`src/rtl/redirect_ctrl.sv`:
```
// redirect_ctrl: fetch-address sequencer with branch/jump redirect handling.
// Keeps PCF stable while an outstanding fetch request is not accepted. A
// redirect that arrives during a stalled fetch is parked in a target register
// until the instruction memory accepts the current request.
module redirect_ctrl #(
    parameter int                WIDTH    = 32,
    parameter logic [WIDTH-1:0]  RESET_PC = '0
) (
    input  logic             clk,
    input  logic             reset,
    input  logic             PCSrcE,
    input  logic             BranchTakenE,
    input  logic             RVPCSrcE,
    input  logic [WIDTH-1:0] ALUResultE,
    input  logic [3:0]       FlagsD,
    input  logic             StallE,
    input  logic             FetchReady,
    output logic             FetchValid,
    output logic [WIDTH-1:0] PCF,
    output logic             FlushD,
    output logic             FlushE,
    output logic [3:0]       FlagsE,
    output logic             Pending
);

    typedef enum logic {
        RUN  = 1'b0,
        PEND = 1'b1
    } state_t;

    state_t           state_reg;
    state_t           state_next;
    logic [WIDTH-1:0] pc_reg;
    logic [WIDTH-1:0] pc_next;
    logic [WIDTH-1:0] target_reg;
    logic [WIDTH-1:0] target_next;
    logic [3:0]       flags_reg;

    logic             redir;
    logic [WIDTH-1:0] target;
    logic             fetch_valid;
    logic             fetch_fire;
    logic             fetch_blocked;

    // A stalled execute stage cannot redirect: its control signals are not final.
    assign redir  = (PCSrcE | BranchTakenE | RVPCSrcE) & ~StallE;

    // Instruction fetch addresses are word aligned.
    assign target = {ALUResultE[WIDTH-1:2], 2'b00};

    // A request is always offered except while reset holds the front end.
    assign fetch_valid   = ~reset;
    assign fetch_fire    = fetch_valid & FetchReady;
    assign fetch_blocked = fetch_valid & ~FetchReady;

    // Next-state, next-PC and parked-target selection.
    always_comb begin
        state_next  = state_reg;
        pc_next     = pc_reg;
        target_next = target_reg;
        unique case (state_reg)
            RUN: begin
                if (redir) begin
                    if (fetch_blocked) begin
                        // Current request must stay stable; park the target.
                        target_next = target;
                        state_next  = PEND;
                    end else begin
                        pc_next = target;
                    end
                end else if (fetch_fire) begin
                    // Natural wrap at the top of the address space is intended.
                    pc_next = pc_reg + WIDTH'(4);
                end
            end
            PEND: begin
                // The youngest redirect always replaces a parked one.
                if (redir) begin
                    target_next = target;
                end
                if (FetchReady) begin
                    pc_next    = redir ? target : target_reg;
                    state_next = RUN;
                end
            end
            default: begin
                state_next = RUN;
            end
        endcase
    end

    // FSM, PC and parked-target registers; reset discards any parked target.
    always_ff @(posedge clk or posedge reset) begin
        if (reset) begin
            state_reg  <= RUN;
            pc_reg     <= RESET_PC;
            target_reg <= '0;
        end else begin
            state_reg  <= state_next;
            pc_reg     <= pc_next;
            target_reg <= target_next;
        end
    end

    // Condition flags advance with the execute stage, independent of flushes.
    always_ff @(posedge clk or posedge reset) begin
        if (reset) begin
            flags_reg <= 4'b0000;
        end else if (!StallE) begin
            flags_reg <= FlagsD;
        end
    end

    assign FetchValid = fetch_valid;
    assign PCF        = pc_reg;
    assign FlushE     = redir;
    // Decode holds a wrong-path instruction on a redirect and for as long as
    // the redirect is parked.
    assign FlushD     = redir | (state_reg == PEND);
    assign FlagsE     = flags_reg;
    assign Pending    = (state_reg == PEND);

endmodule
```
`config.mk`:
```
export PLATFORM = sky130hd
export DESIGN_NAME = redirect_ctrl
export DESIGN_NICKNAME = d
export VERILOG_FILES = /design/src/rtl/redirect_ctrl.sv
export SDC_FILE = /design/constraint.sdc
export NUM_CORES = 1
export LEC_CHECK = 0
export CAP_MARGIN = 25
export CORE_UTILIZATION = 28
export DETAILED_ROUTE_END_ITERATION = 8
export GPL_TIMING_DRIVEN = 0
export SLEW_MARGIN = 10
export SYNTH_ARGS = -nofsm -noshare
export SYNTH_HDL_FRONTEND = slang
export SYNTH_SLANG_ARGS = --single-unit
```
`constraint.sdc`:
```
create_clock -name clk -period 2.47 [get_ports clk]
set_input_delay 0.247 -clock clk [delete_from_list [all_inputs] [get_ports clk]]
set_output_delay 0.247 -clock clk [all_outputs]
set_load 0.02 [all_outputs]
```
==> impl_metrics.toml <==
[synthesis]
synth_top_family_by_area = "compound AO/OA/AOI/OAI gates"
yosys.area.top_type = "dfrtp_1"
ys_seq_elements = 69
netlist.area_leader.share = 0.459
postSynthCellCount = 376
syn_area_per_cell_um2 = 10.0
synth_fa_ha_area_frac = 0.00333
synthArstFlopShare = 1.00
yosysUniqueCellTypes = 62
synth_compound_area_frac = 0.214
synthesis.area_um2 = 3760
syn_nets = 420
synth-xor-area-share = 0.0140
synth_edf_count = 0
yosys-top-cells-area = "dfrtp_1 (46%), mux2_2 (6.6%), a21oi_1 (3.9%)"
yosysSeqAreaShare = 0.459
synthFlopType = "dfrtp_1"
synth-simple-area-share = 0.164
ys.warnings.count = 0
synth_mux_area_frac = 0.102

[drt]
drc = 0
vias_per_cell = 5.53
wl_per_cell_um = 19.2
routed_wl_um = 12400
drtAntennaViolNets = 0
first_pass_iters = 5
first_iter_violations = 272
vias = 3560

[worst_setup_path]
cp-start-kind = "input port"
cp.required_ns = 2.22
cp-end-kind = "output pin"
worstPathMaxFanout = 10
worst-setup-path-type = "in2out"
cp_data_arrival_time_ns = 2.10

[pwr]
p_leak_nw = 2.01
cellPowerDensity_nw_per_um2 = 774
peakVddDrop_uv = 335

[die]
core_area_um2 = 12900
io_pins = 83
die_h_um = 118
die_w_um = 118
die-area_um2 = 13900
rows = 41
initial_utilization = 0.292

[sta]
max_freq_mhz = 425
fin_crit_ns = 2.35
hold_viol_final = 0
fin_crit_sh = 0.952
fin_ws_ns = 0.119
clock_skew_ns = 0.00683
drv_slew = 0
worst_pin_slew_ns = 0.734
setup_viol = 0
slew_headroom = 0.508

[final_layout]
n_antenna_cell = 0
multiInputGateArea_um2 = 1880
layout_common_cells = "clkdlybuf4s50_1 (77), dfrtp_1 (69), nand2_1 (33)"
area_growth_pct = 35.5
fill_cells = 1290
final_common_cell = "clkdlybuf4s50_1"
seqCellArea_um2 = 1730
drive_gt1_frac = 0.146
layout.nets = 512
fin_util = 0.396

[place]
place_congestion = 0.799
portBuffers = 79
hpwlAfterDp_um = 8990
place_ws_ns = -0.645

[cts]
clk_path_buf_depth = 2
hold_buffers = 0
tritoncts = "done"
numCtsBuffers = 9
clk_pin_slew_ns = 0.06
clock_latency_ns = 0.34
htree_levels = 3
cts-root-buf = "clkbuf_16"
cts_sinks = 69

[outcome]
outcome = "completed"

[grt]
overflow = 0
grt_pass1_wl_um = 20000
grt_start_max_net_pins = 37
grt_antenna_before_repair = 0
grt_pass1_vias = 3617
grtUsageTotal = 0.187

[worst_hold_path]
hold_path_class = "in2async"

[run]
maxCapViolCount = 0
## what timing repair did
item / 4_1_cts / 5_1_grt
resized for setup: 5 / 1
hold endpoints to repair: 0 / 0
setup buffers: 1 / 0
setup endpoints to repair: 30 / 2
## cells by family after synthesis
kind of cell,after synthesis
AO/OA/AOI/OAI,116
XOR/XNOR,6
adder cells (fa/ha/maj),1
buffers and inverters,37
flip-flops,69
multiplexers,34
AND/OR/NAND/NOR,113
## synth_stat cells (8+ instances only)
cell type and instances:
dfrtp_1 69, nand2_1 33, a21oi_1 29, mux2_2 22
nand3_1 20, nor2_1 19, o21ai_0 19, buf_2 15
mux2_1 11, inv_1 10, clkbuf_1 8, nand4_1 8
## stage by stage
step	cells	hold WS [ns]	area (µm²)	power [mW]	setup TNS [ns]
2_1_floorplan	376	0.310	3770	2.23	0
5_1_grt	644	0.362	5090	4.14	-0.00123
3_5_place_dp	629	0.479	4820	2.79	-18.99
4_1_cts	645	0.339	5090	3.96	0
6_report	644	0.334	5090	3.94	0
3_3_place_gp	627	0.472	4770	2.74	-44.02
## power by group
part	internal [mW]	switching (mW)	leakage, nW	total (mW)
logic	0.555	0.592	1.05	1.15
registers	1.37	0.258	0.825	1.63
clock network	0.699	0.471	0.129	1.17
total	2.62	1.32	2.01	3.94
## worst max-delay path: stages
cell and delay [ns]:
clkdlybuf4s50_1 0.41, or3_1 0.38, buf_6 0.15, a21oi_2 0.19, inv_2 0.14, buf_2 0.23
dlygate4sd2_1 0.35
## final timing paths
| check | startpoint | endpoint | slack, ns | cells after the start |
|---|---|---|---|---|
| setup reg to reg | Pending$_DFF_PP0_ | PCF[14]$_DFFE_PP0P_ | 0.23 | 6 |
| hold reg to reg | target_reg[31]$_DFFE_PP0P_ | target_reg[31]$_DFFE_PP0P_ | 0.49 | 1 |
| setup / recovery | BranchTakenE | FlushD | 0.12 | 7 |
| min in group clk | StallE | FlagsE[1]$_DFFE_PP0N_ | 0.34 | 2 |
| max in group asynchronous | reset | target_reg[13]$_DFFE_PP0P_ | 1.72 | 4 |
| hold / removal | reset | PCF[27]$_DFFE_PP0P_ | 0.33 | 3 |
## metal layers
| layer | global-route usage | share of wire |
|---|---|---|
| met1 | 0.248 | 0.44 |
| met2 | 0.295 | 0.46 |
| met3 | 0.0334 | 0.073 |
| met4 | 0.0865 | 0.023 |
| met5 | 0 | 0 |
## layout make-up
cell class                      count  share of cell area
Buffer                             23              0.0226
Clock inverter                      2             0.00197
Sequential cell                    69               0.339
Inverter                           13              0.0103
Multi-Input combinational cell    270               0.369
Timing Repair Buffer               82               0.166
Tap cell                          172              0.0422
Clock buffer                       13              0.0491
No activity file was read; power rests on OpenSTA's default activity.
